File: config.mk
export PLATFORM = sky130hd
export DESIGN_NAME = seven_seg_axis_mux_flat
export DESIGN_NICKNAME = d
export VERILOG_FILES = /design/src/rtl/seven_seg_axis_mux_if.sv /design/src/rtl/seven_seg_axis_mux.sv /design/src/flat_wrapper.sv
export SDC_FILE = /design/constraint.sdc
export NUM_CORES = 1
export LEC_CHECK = 0
export CAP_MARGIN = 20
export CELL_PAD_IN_SITES_DETAIL_PLACEMENT = 1
export CELL_PAD_IN_SITES_GLOBAL_PLACEMENT = 2
export CORE_MARGIN = 4
export CORE_UTILIZATION = 33
export DETAILED_ROUTE_END_ITERATION = 7
export GPL_TIMING_DRIVEN = 0
export PLACE_DENSITY = 0.9
export SETUP_SLACK_MARGIN = 0.05
export SYNTH_ARGS = -nofsm -noshare
export SYNTH_HDL_FRONTEND = slang
export SYNTH_SLANG_ARGS = --single-unit
File: constraint.sdc
create_clock -name clk -period 3.2 [get_ports clk]
set_input_delay 0.64 -clock clk [delete_from_list [all_inputs] [get_ports clk]]
set_output_delay 0.64 -clock clk [all_outputs]
set_load 0.05 [all_outputs]
File: src/rtl/seven_seg_axis_mux_if.sv
// rtl/seven_seg_axis_mux_if.sv - accelerometer data in / seven-segment display out bundle
interface seven_seg_axis_mux_if;
  logic [15:0] x_data;
  logic [15:0] y_data;
  logic [15:0] z_data;
  logic        data_valid;
  logic [3:0]  an;
  logic [6:0]  seg;
  logic        dp;
  logic [1:0]  axis_sel;

  modport master (
    output x_data, y_data, z_data, data_valid,
    input  an, seg, dp, axis_sel
  );

  modport slave (
    input  x_data, y_data, z_data, data_valid,
    output an, seg, dp, axis_sel
  );
endinterface

File: src/rtl/seven_seg_axis_mux.sv
// rtl/seven_seg_axis_mux.sv - scans X/Y/Z accelerometer words as 4 hex digits on a common-anode display
module seven_seg_axis_mux #(
  parameter int AXIS_HOLD = 1,
  parameter int DATA_W    = 16
) (
  input  logic               clk,
  input  logic               arstn,
  input  logic               scan_src,
  input  logic               axis_src,
  seven_seg_axis_mux_if.slave bus
);

  localparam int HOLD_N = (AXIS_HOLD < 1) ? 1 : AXIS_HOLD;
  localparam int HCW    = (HOLD_N > 1) ? $clog2(HOLD_N) : 1;
  localparam logic [HCW-1:0] HOLD_LAST = HCW'(HOLD_N - 1);

  typedef enum logic [1:0] {
    AX_X = 2'd0,
    AX_Y = 2'd1,
    AX_Z = 2'd2
  } axis_t;

  logic              scan_d;
  logic              axis_d;
  logic              scan_tick;
  logic              axis_tick;
  logic [DATA_W-1:0] sh_x;
  logic [DATA_W-1:0] sh_y;
  logic [DATA_W-1:0] sh_z;
  logic [DATA_W-1:0] disp_word;
  logic [DATA_W-1:0] reload_word;
  axis_t             ax_state;
  axis_t             ax_next;
  axis_t             reload_axis;
  logic              ax_valid;
  logic [HCW-1:0]    hold_cnt;
  logic              advance;
  logic              reload;
  logic [1:0]        digit;
  logic              lit;
  logic [3:0]        nibble;
  logic [3:0]        an_r;
  logic [6:0]        seg_r;
  logic              dp_r;

  // Active-low {g,f,e,d,c,b,a} hex font.
  function automatic logic [6:0] hex7(input logic [3:0] v);
    logic [6:0] s;
    s = 7'h7F;
    case (v)
      4'h0: s = 7'h40;
      4'h1: s = 7'h79;
      4'h2: s = 7'h24;
      4'h3: s = 7'h30;
      4'h4: s = 7'h19;
      4'h5: s = 7'h12;
      4'h6: s = 7'h02;
      4'h7: s = 7'h78;
      4'h8: s = 7'h00;
      4'h9: s = 7'h10;
      4'hA: s = 7'h08;
      4'hB: s = 7'h03;
      4'hC: s = 7'h46;
      4'hD: s = 7'h21;
      4'hE: s = 7'h06;
      4'hF: s = 7'h0E;
      default: s = 7'h7F;
    endcase
    return s;
  endfunction

  assign scan_tick = scan_src & ~scan_d;
  assign axis_tick = axis_src & ~axis_d;

  always_comb begin
    ax_next  = AX_X;
    ax_valid = 1'b1;
    case (ax_state)
      AX_X:    ax_next = AX_Y;
      AX_Y:    ax_next = AX_Z;
      AX_Z:    ax_next = AX_X;
      default: begin
        ax_next  = AX_X;
        ax_valid = 1'b0;
      end
    endcase
  end

  assign advance = ax_valid && axis_tick && (hold_cnt == HOLD_LAST);

  // A frame only ever picks up a new word at its start or on an axis change.
  assign reload      = (scan_tick && (digit == 2'd3)) || advance;
  assign reload_axis = advance ? ax_next : ax_state;

  always_comb begin
    reload_word = sh_x;
    case (reload_axis)
      AX_Y:    reload_word = sh_y;
      AX_Z:    reload_word = sh_z;
      default: reload_word = sh_x;
    endcase
  end

  assign nibble = disp_word[{digit, 2'b00} +: 4];

  always_ff @(posedge clk) begin
    if (!arstn) begin
      scan_d    <= 1'b1;
      axis_d    <= 1'b1;
      sh_x      <= '0;
      sh_y      <= '0;
      sh_z      <= '0;
      ax_state  <= AX_X;
      hold_cnt  <= '0;
      digit     <= 2'd0;
      disp_word <= '0;
      lit       <= 1'b0;
      an_r      <= 4'hF;
      seg_r     <= 7'h7F;
      dp_r      <= 1'b1;
    end else begin
      scan_d <= scan_src;
      axis_d <= axis_src;

      if (bus.data_valid) begin
        sh_x <= bus.x_data;
        sh_y <= bus.y_data;
        sh_z <= bus.z_data;
      end

      if (!ax_valid) begin
        ax_state <= AX_X;
        hold_cnt <= '0;
      end else if (advance) begin
        ax_state <= ax_next;
        hold_cnt <= '0;
      end else if (axis_tick) begin
        hold_cnt <= hold_cnt + 1'b1;
      end

      if (scan_tick) begin
        digit <= digit + 2'd1;
        lit   <= 1'b1;
      end

      if (reload) begin
        disp_word <= reload_word;
      end

      // Outputs follow the registered digit/word, so they trail a tick by one clk.
      if (lit) begin
        an_r  <= ~(4'b0001 << digit);
        seg_r <= hex7(nibble);
        dp_r  <= (digit != 2'(ax_state));
      end else begin
        an_r  <= 4'hF;
        seg_r <= 7'h7F;
        dp_r  <= 1'b1;
      end
    end
  end

  assign bus.an       = an_r;
  assign bus.seg      = seg_r;
  assign bus.dp       = dp_r;
  assign bus.axis_sel = 2'(ax_state);

endmodule

File: src/flat_wrapper.sv
// flat-port wrapper written by rule: the top's interface ports become plain ports
module seven_seg_axis_mux_flat 
#(
  parameter int AXIS_HOLD = 1,
  parameter int DATA_W    = 16
)
  (clk, arstn, scan_src, axis_src, bus_x_data, bus_y_data, bus_z_data, bus_data_valid, bus_an, bus_seg, bus_dp, bus_axis_sel);
  seven_seg_axis_mux_if bus_i ();
  input  logic clk;
  input  logic arstn;
  input  logic scan_src;
  input  logic axis_src;
  input wire logic [$bits(bus_i.x_data)-1:0] bus_x_data;
  input wire logic [$bits(bus_i.y_data)-1:0] bus_y_data;
  input wire logic [$bits(bus_i.z_data)-1:0] bus_z_data;
  input wire logic [$bits(bus_i.data_valid)-1:0] bus_data_valid;
  output wire logic [$bits(bus_i.an)-1:0] bus_an;
  output wire logic [$bits(bus_i.seg)-1:0] bus_seg;
  output wire logic [$bits(bus_i.dp)-1:0] bus_dp;
  output wire logic [$bits(bus_i.axis_sel)-1:0] bus_axis_sel;
  assign bus_i.x_data = bus_x_data;
  assign bus_i.y_data = bus_y_data;
  assign bus_i.z_data = bus_z_data;
  assign bus_i.data_valid = bus_data_valid;
  assign bus_an = bus_i.an;
  assign bus_seg = bus_i.seg;
  assign bus_dp = bus_i.dp;
  assign bus_axis_sel = bus_i.axis_sel;
  seven_seg_axis_mux #(.AXIS_HOLD(AXIS_HOLD), .DATA_W(DATA_W)) u_core (.clk(clk), .arstn(arstn), .scan_src(scan_src), .axis_src(axis_src), .bus(bus_i));
endmodule
# == Word level (Yosys, flattened, before mapping) ==
# Memories as Yosys holds them, arrays and structs flattened. A register that Yosys moved wholly into a read port is not among the register bits.
# Cells that the tools add are included.
# op_classes
shift,2
add_sub_neg,2
eq_ne,6
magnitude_cmp,0
muxes,4
n_mul,0
n_div,0
bitwise,8
reduce_logical,10
# op_table
operator,n
case mux 16 bit (2 select lines),1
variable part select 16 x 5 -> 4 bit,1
equality test 2 bit (second input constant),3
OR reduction 3 bit,2
inverter 1 bit,5
equality test 2 x 1 -> 1 bit (second input constant),2
inverter 4 bit,1
case mux 2 bit (2 select lines),1
AND reduction 2 bit,2
<< shifter 1 x 2 -> 4 bit (first input constant),1
logical AND 1 bit,3
adder 2 x 1 -> 2 bit (second input constant),1
AND 1 bit,2
logical NOT 2 bit,1
two-way mux 2 bit,1
!= test 2 bit,1
adder 1 bit (second input constant),1
logical NOT 1 bit,1
logical OR 1 bit,1
two-way mux 1 bit,1
# word_totals
elab_cells,45
latchBits,0
reg_bits,77
memories,1
mem_bits_ro,112
mem_bits_rw,0
input_bits,53
out_inout_bits,14
# mem_list
memory,depth,word_bits,rd,rd_ports_with_merged_regs,write_ports,line_no,source
(no name shown),16,7,1,1,0,seven_seg_axis_mux.sv:50,case (v)

# == Longest topological paths before layout ==
# Gate-level depths: netlist of run 1.
# depth
depth_word,8
ltp_mapped,11
depth_no_buf,9

# == Worst setup path after synthesis of run 1 ==
# Ideal clock, no wire load.
# synth_timing
kind,input to register
startpoint,in axis_src
endpoint,reg u_core.disp_word[10]
path_stages,10
n_path_buf,2
arrival_ps,2382
setup_ps,65
required_ps,3135
path_slack_ps,753
cell_sequence,nor3b_2 mux2_2 inv_1 ha_1 clkbuf_1 clkbuf_1 a22oi_1 o21ai_0 mux2i_1 nor2b_1
# synth_between
elab_chain_cells,6
elab_cells_between_ends,8
classes_between,eq/ne (2); mux (2); bitwise (1); reduce/logical (3)
# synth_rtl
element,line_no,source
from (decl),flat_wrapper.sv:12,input logic axis_src;
AND 1 bit *,seven_seg_axis_mux.sv:73,assign axis_tick = axis_src & ~axis_d;
logical AND 1 bit * (2 in a row),seven_seg_axis_mux.sv:89,assign advance = ax_valid && axis_tick && (hold_cnt == HOLD_LAST);
two-way mux 2 bit *,seven_seg_axis_mux.sv:93,assign reload_axis = advance ? ax_next : ax_state;
net u_core.reload_axis[1],seven_seg_axis_mux.sv:34,axis_t reload_axis;
equality test 2 bit or equality test 2 x 1 -> 1 bit (tied branches),seven_seg_axis_mux.sv:97,case (reload_axis)
case mux 16 bit (2 select lines) *,seven_seg_axis_mux.sv:97,
to (signal assigned),seven_seg_axis_mux.sv:147,disp_word <= reload_word;
to (decl),seven_seg_axis_mux.sv:30,logic [DATA_W-1:0] disp_word;
# The timed path passes the listed nets; every way through them passes the cells marked *.
# A chain may end at the register's enable or synchronous reset.

# == Final worst setup path of run 1 ==
# layout_timing
startpoint,in axis_src
endpoint,reg u_core.disp_word[7]
# layout_between
elab_chain_cells,6
elab_cells_between_ends,8
classes_between,eq/ne (2); mux (2); bitwise (1); reduce/logical (3)
# layout_rtl
element,line_no
AND 1 bit *,seven_seg_axis_mux.sv:73
logical AND 1 bit * (2 in a row),seven_seg_axis_mux.sv:89
two-way mux 2 bit,seven_seg_axis_mux.sv:93
equality test 2 bit or equality test 2 x 1 -> 1 bit (tied branches),seven_seg_axis_mux.sv:97
case mux 16 bit (2 select lines),seven_seg_axis_mux.sv:97
# Mark *: on every way between the ends. The rest lies on a longest branch, timed or not.

==> results of run 1 <==
## stage by stage
stage                     worst slack (ns)  power, W  instances
after floorplan                     0.7533  0.001310        367
after global placement             -0.4064  0.001428        571
after detailed placement           -0.4427  0.001438        571
after CTS                          0.06712  0.002547        586
after global routing                0.1186  0.002627        584
final                               0.3093  0.002518        584
## layer usage
| layer | vias up | routed length [microns] | GRT usage, % |
|---|---|---|---|
| met5 | - | 0 | 0 |
| met2 | 60 | 4480 | 25.19 |
| met4 | 0 | 110 | 4.382 |
| met1 | 1315 | 4274 | 19.12 |
| met3 | 11 | 397 | 3.789 |
| li1 | 1397 | - | - |
## power by group through the flow
stage,Clock (W),Sequential [W],Combinational [W]
6_report,0.00110,0.00112,0.000295
5_1_grt,0.00118,0.00112,0.000326
4_1_cts,0.00113,0.00112,0.000298
3_5_place_dp,0,0.00114,0.000296
3_3_place_gp,0,0.00114,0.000288
2_1_floorplan,0,0.00115,0.000161
## worst max path at each step
stage	to	slack, ns	depth (start not counted)
6_report	u_core.disp_word[7]$_SDFFE_PN0P_	0.31	10
5_1_grt	u_core.disp_word[9]$_SDFFE_PN0P_	0.12	10
4_1_cts	u_core.disp_word[7]$_SDFFE_PN0P_	0.07	11
3_5_place_dp	u_core.disp_word[7]$_SDFFE_PN0P_	-0.44	11
3_3_place_gp	u_core.disp_word[7]$_SDFFE_PN0P_	-0.41	11
2_1_floorplan	u_core.disp_word[10]$_SDFFE_PN0P_	0.75	10
## cell usage after synthesis (all sizes together)
master / n / area share [%]
nor2b: 69 / 12
buf: 8 / 1.6
o221ai: 4 / 0.93
a22o: 1 / 0.23
inv: 9 / 0.90
mux4: 4 / 2.6
nand2b: 1 / 0.17
a22oi: 16 / 3.2
nand3b: 1 / 0.20
mux2: 1 / 0.30
a31oi: 1 / 0.17
or2: 1 / 0.23
o2bb2ai: 1 / 0.23
mux2i: 65 / 17
a21boi: 1 / 0.20
or2b: 1 / 0.20
and2: 2 / 0.33
o211ai: 2 / 0.40
nor3b: 2 / 0.53
o21ai: 17 / 2.3
nand2: 26 / 2.6
a21oi: 5 / 0.66
xnor2: 5 / 1.2
nor2: 4 / 0.40
nand3: 1 / 0.13
ha: 12 / 4.0
o21a: 1 / 0.20
dfxtp: 84 / 45
clkbuf: 20 / 2.0
a2111oi: 1 / 0.40
o2111a: 1 / 0.30
## registers in the layout (all words and copies together) (netlist names)
register	flops
u_core.axis_d	1
u_core.bus.an	4
u_core.bus.axis_sel	2
u_core.bus.dp	1
u_core.bus.seg	7
u_core.digit	2
u_core.disp_word	16
u_core.hold_cnt	1
u_core.lit	1
u_core.scan_d	1
u_core.sh_x	16
u_core.sh_y	16
u_core.sh_z	16
## worst max-delay path, delay by kind of cell
family | cells | cell delay [ns]
buffers and inverters | 2 | 0.77
AND/OR/NAND/NOR | 3 | 0.65
AO/OA/AOI/OAI | 2 | 0.43
adder cells (fa/ha/maj) | 1 | 0.35
XOR/XNOR | 1 | 0.19
multiplexers | 1 | 0.13
## layout make-up
class / count / area [sq um] / share of cell area [%]
multi-input combinational: 246 / 1924 / 39.22
sequential: 84 / 1682 / 34.28
timing repair buffer: 64 / 640.6 / 13.06
clock buffer: 11 / 242.7 / 4.948
tap: 140 / 175.2 / 3.571
buffer: 26 / 133.9 / 2.729
clock inverter: 4 / 73.82 / 1.505
inverter: 9 / 33.78 / 0.6886
## cells in the final DEF, fill, tap and decap left out, types with 3 or more instances in the layout
master	synthesis	routed
nand2_1	26	26
mux2i_1	65	65
ha_1	12	12
a21oi_1	5	5
inv_1	9	9
clkbuf_16	0	9
clkbuf_1	20	17
nor2_1	4	4
dfxtp_1	84	84
o21ai_0	16	16
a22oi_1	16	16
buf_2	5	5
clkdlybuf4s50_1	0	64
buf_6	3	3
o221ai_1	4	4
xnor2_1	5	5
nor2b_1	68	68
## logic make-up after synthesis
kind of cell,Yosys count,share of synthesized area [%]
adders and majority gates,12,3.985
xor gates and xnor gates,5,1.162
and+or+nand+nor,108,16.44
buffers and inverters,37,4.450
DFF,84,44.64
muxes,70,20.16
AOI/OAI and AO/OA,51,9.166
==> results by group, run 1 <==
Final layout
  • Final nets: 505
  • # diodes: 0
  • Fill cell count: 1236
  • Post-route cell area: 4906 sq um
  • Final core occ: 44.67%
  • Share of layout cells above drive strength 1: 6.982%
  • Area delta synth->final: 30.22%

Setup path
  • Worst Setup SP: axis_src
  • Worst Setup End Kind: register
  • Reg2reg path depth: 9
  • CP Class: input port to register
  • Worst path required time: 3.47 ns
  • Critical path fanouts, max: 10
  • CP Cell Sequence: clkdlybuf4s50_1 -> nor3b_4 -> nor2b_1 -> xnor2_1 -> ha_1 -> clkbuf_4 -> a22oi_1 -> o21ai_0 -> mux2i_1 -> nor2b_1
  • Crit path launch type: input port
  • WP data arrival: 3.17 ns
  • RR Startpoint: u_core.hold_cnt$_SDFFE_PP0N_
  • CP max stage delay: 0.49 ns
  • Worst r2r dst: u_core.disp_word[7]$_SDFFE_PN0P_
  • R2R Setup Slk: 0.77 ns
  • CP dominant cell by count: nor2b_1
  • CP max-delay cell: clkdlybuf4s50_1

CTS
  • Clk buf depth: 2
  • CTS Hold Bufs: 0
  • Clock Root Buffer: clkbuf_16
  • CTS tree: built
  • Clock Sinks: 84
  • Clock slew at reported path FFs: 0.06 ns
  • Post-CTS Resized: 2
  • Clock latency on the worst-skew pair: 0.34 ns
  • Total CTS buffers: 9
  • Setup bufs post-CTS: 0
  • H-tree lvl count: 3

Logic synthesis
  • Sequential area share after synthesis: 44.64%
  • Cell area after synthesis: 3767 sq um
  • Mean Syn Cell Area: 10.27 sq um
  • Syn_nets: 432
  • Distinct cells, synth: 36
  • Post-synthesis register bit count: 84
  • Mapped Cells: 367
  • Synth warn: 0

Timing
  • Final Max Tran Viols: 0
  • Sum Neg Setup Slack: 0 ns
  • Final period util: 90.33%
  • Tmin final: 2.891 ns
  • Fin. Hold Viols: 0
  • Fmax: 0.3459 GHz
  • Final setup viols: 0
  • Worst hold margin: 0.4952 ns
  • RSZ-0062 raised after global routing: false
  • Worst-Margin Slew: 0.7188 ns
  • Slew headroom: 52.08%
  • Clock Skew: 0.009159 ns

Route
  • Number of remaining DRC errors: 0
  • Wirelength per Cell: 15.86 microns
  • Post-DRT Antenna Nets: 0
  • Vias/cell: 4.765
  • DR vias: 2783
  • Final wirelength: 9263 microns
  • DRT iter0 DRCs: 92
  • Drt pass-1 iters: 4

Placed design
  • GPL Wtd Cong: 0.7803
  • IO Port Bufs: 64
  • Dpl cell area: 4583 sq um
  • Dpl hpwl: 7237 microns

Worst hold path
  • Hold path depth: 1
  • Hold EP: u_core.lit$_SDFFE_PN0P_
  • Worst hold path class: register to register
  • Worst Min Path Start: u_core.lit$_SDFFE_PN0P_

Run
  • Max cap viols: 0

Pwr
  • Combinational Power Share: 11.7%
  • PD cells: 513.2 nW/um^2
  • Max VDD drop: 211.4 uV
  • Int Pwr: 0.001945 W
  • Clock power share: 43.8%
  • Switching Share: 22.73%
  • LEAKAGE: 1.859 nW
  • Psw: 0.0005723 W
  • Flop pwr share: 44.5%

Floorplan
  • Top-level I/O count: 67
  • Die Area: 13190 sq um
  • CORE AREA: 10980 sq um
  • Row cnt: 38
  • Die width: 114.8 microns
  • Starting density of the core: 34.30%
  • Chip Height: 114.8 microns

Global routing
  • Antenna violations before repair: 0
  • Gr usage total: 15.02%
  • First-pass GRT wire length: 15730 microns
  • Pin count of the biggest net entering global routing: 14
  • Total gr overflow: 0
  • Vias in the first global route: 3117

Run status
  • Status: completed
Note: power is estimated with default switching activity, not from simulation.
==> run 2, diff against run 1 <==
Settings changed: CORE_MARGIN 4 to not set, CTS_BUF_LIST set to sky130_fd_sc_hd__clkbuf_8 sky130_fd_sc_hd__clkbuf_16.
==> run 2 against run 1 <==
Critical path depth is 2 higher. Die area shrank 10%. Register-to-register slack worse by 0.13 ns. Largest power group unchanged. Highest routed layer unchanged.
==> results by group, run 2 (synthesis results as in run 1) <==
Final layout
  • Final nets: 507 (+0.40%)
  • Multi-input gate area: 1924 sq um (unchanged)
  • Share of layout cells above drive strength 1: 7.399% (+0.42 points)
  • Area delta synth->final: 30.02%
  • # diodes: 0 (unchanged)
  • Final core occ: 44.60% (-0.068 points)
  • Fill cell count: 1236 (unchanged)
  • Commonest non-fill, non-tap cells in the layout: 84 x dfxtp_1, 68 x nor2b_1, 65 x mux2i_1
  • Commonest non-fill, non-tap cell in the layout: dfxtp_1
  • FF+latch area: 1682 sq um (unchanged)

Route
  • DRT iter0 DRCs: 88 (-4.3%)
  • Vias/cell: 4.776 (+0.23%)
  • DR vias: 2799 (+0.57%)
  • Wirelength per Cell: 15.76 microns (-0.61%)
  • Number of remaining DRC errors: 0 (unchanged)
  • Final wirelength: 9238 microns (-0.27%)
  • Post-DRT Antenna Nets: 0 (unchanged)
  • Drt pass-1 iters: 4 (unchanged)

Worst hold path
  • Hold EP: u_core.lit$_SDFFE_PN0P_
  • Worst hold path class: register to register
  • Worst Min Path Start: u_core.lit$_SDFFE_PN0P_
  • Hold path depth: 1 (unchanged)

Run
  • Max cap viols: 0 (unchanged)

Global routing
  • Gr usage total: 16.82% (+1.8 points)
  • Vias in the first global route: 2982 (-4.3%)
  • Antenna violations before repair: 0 (unchanged)
  • First-pass GRT wire length: 15020 microns (-4.5%)
  • Pin count of the biggest net entering global routing: 15 (+1)
  • Total gr overflow: 0 (unchanged)

Floorplan
  • Row cnt: 38 (unchanged)
  • Die width: 108.8 microns (-5.2%)
  • Starting density of the core: 34.30% (unchanged)
  • Chip Height: 108.8 microns (-5.2%)
  • Top-level I/O count: 67 (unchanged)
  • Die Area: 11850 sq um (-10%)
  • CORE AREA: 10980 sq um (unchanged)

CTS
  • CTS tree: built
  • Clock latency on the worst-skew pair: 0.34 ns (about the same)
  • Clock Root Buffer: clkbuf_16
  • Clock slew at reported path FFs: 0.06 ns (about the same)
  • Clock Sinks: 84 (unchanged)
  • Clk buf depth: 2 (unchanged)
  • H-tree lvl count: 3 (unchanged)
  • Total CTS buffers: 9 (unchanged)
  • CTS Hold Bufs: 0 (unchanged)

Timing
  • Fin. Hold Viols: 0 (unchanged)
  • Fmax: 0.3335 GHz (-3.6%)
  • Tmin final: 2.998 ns (+0.1077 ns)
  • Worst hold margin: 0.4840 ns (-0.01121 ns)
  • Clock Skew: 0.006081 ns (-0.003079 ns)
  • Worst-Margin Slew: 0.7257 ns (+0.006865 ns)
  • Slew headroom: 51.62% (-0.46 points)
  • RSZ-0062 raised after global routing: false
  • Final Max Tran Viols: 0 (unchanged)
  • Final period util: 93.70% (+3.4 points)
  • Final setup viols: 0 (unchanged)
  • Post-route setup slack: 0.2017 ns (-0.1077 ns)
  • Sum Neg Setup Slack: 0 ns (unchanged)

Run status
  • Status: completed

Setup path
  • Crit path launch type: input port
  • CP top delay family: buffers and inverters
  • Crit path buf inv count: 4 (+2)
  • Critical path fanouts, max: 10 (unchanged)
  • Worst path required time: 3.47 ns (about the same)
  • Worst r2r dst: u_core.disp_word[9]$_SDFFE_PN0P_
  • RR Startpoint: u_core.hold_cnt$_SDFFE_PP0N_
  • CP Class: input port to register
  • CP dominant cell by count: nor2b_1
  • WP data arrival: 3.27 ns (+0.10 ns)
  • CP max-delay cell: clkdlybuf4s50_1
  • CP Cell Sequence: clkdlybuf4s50_1 -> nor3b_4 -> nor2b_1 -> xnor2_1 -> inv_1 -> ha_1 -> clkbuf_1 -> buf_2 -> a22oi_1 -> o21ai_0 -> mux2i_1 -> nor2b_1
  • Reg2reg path depth: 11 (+2)
  • Worst Setup SP: axis_src
  • R2R Setup Slk: 0.64 ns (-0.13 ns)
  • CP max stage delay: 0.48 ns (about the same)
  • Worst Setup End Kind: register

Pwr
  • PD cells: 503.2 nW/um^2 (-1.9%)
  • LEAKAGE: 1.847 nW (-0.66%)
  • Total power: 0.002465 W (-2.1%)
  • Max VDD drop: 311.5 uV (+47%)

Placed design
  • GPL Wtd Cong: 0.7654 (-1.9%)
  • Dpl hpwl: 7130 microns (-1.5%)
  • Dpl ws: -0.4392 ns (+0.003523 ns)
  • IO Port Bufs: 64 (unchanged)
run 2: how the worst max path moves through the flow:
stage                     slack [ns]  cells past startpoint                                 to
final                           0.20                     12   u_core.disp_word[9]$_SDFFE_PN0P_
after global placement         -0.38                     11   u_core.disp_word[7]$_SDFFE_PN0P_
after global routing            0.05                     12   u_core.disp_word[6]$_SDFFE_PN0P_
after CTS                       0.07                     11   u_core.disp_word[7]$_SDFFE_PN0P_
after detailed placement       -0.44                     11   u_core.disp_word[7]$_SDFFE_PN0P_
after floorplan                 0.75                     10  u_core.disp_word[10]$_SDFFE_PN0P_
run 2: final cells by class:
type                    instances  share of cell area (%)
plain buffers                  27                   2.759
multi-input cells             246                   39.28
well taps                     140                   3.576
repair buffers                 65                   13.23
clock buffers                  10                   4.879
inverters                       9                  0.6897
clock inverters                 5                   1.252
flip-flops and latches         84                   34.33
run 2: where the power goes:
group          leakage (nW)  switching (W)  internal [W]  total (W)
registers             0.689      0.0000268       0.00109    0.00112
clock network         0.137       0.000423      0.000624    0.00105
logic                  1.02       0.000146      0.000152   0.000298
total                  1.85       0.000596       0.00187    0.00246
run 2: routing by layer:
layer	wire length, microns	up-vias	global-route usage, %	part of all wire [%]
met5	0	-	0	0
met4	106	0	4.440	1.1
met3	292	10	3.825	3.2
met2	4539	58	30.11	49
met1	4300	1329	20.12	47
li1	-	1402	-	-
run 2: per-stage QoR:
stage,instances,instance area (sq um)
final,586,4898
after global routing,586,4898
after CTS,586,4892
after detailed placement,571,4583
after global placement,571,4583
after floorplan,367,3767
run 2: what timing repair did:
| action | in CTS | in global routing |
|---|---|---|
| setup endpoints to repair | 10 | 8 |
| endpoints found under the hold margin | 0 | 0 |
| buffers inserted | 0 | 1 |
| resized for setup | 3 | 5 |
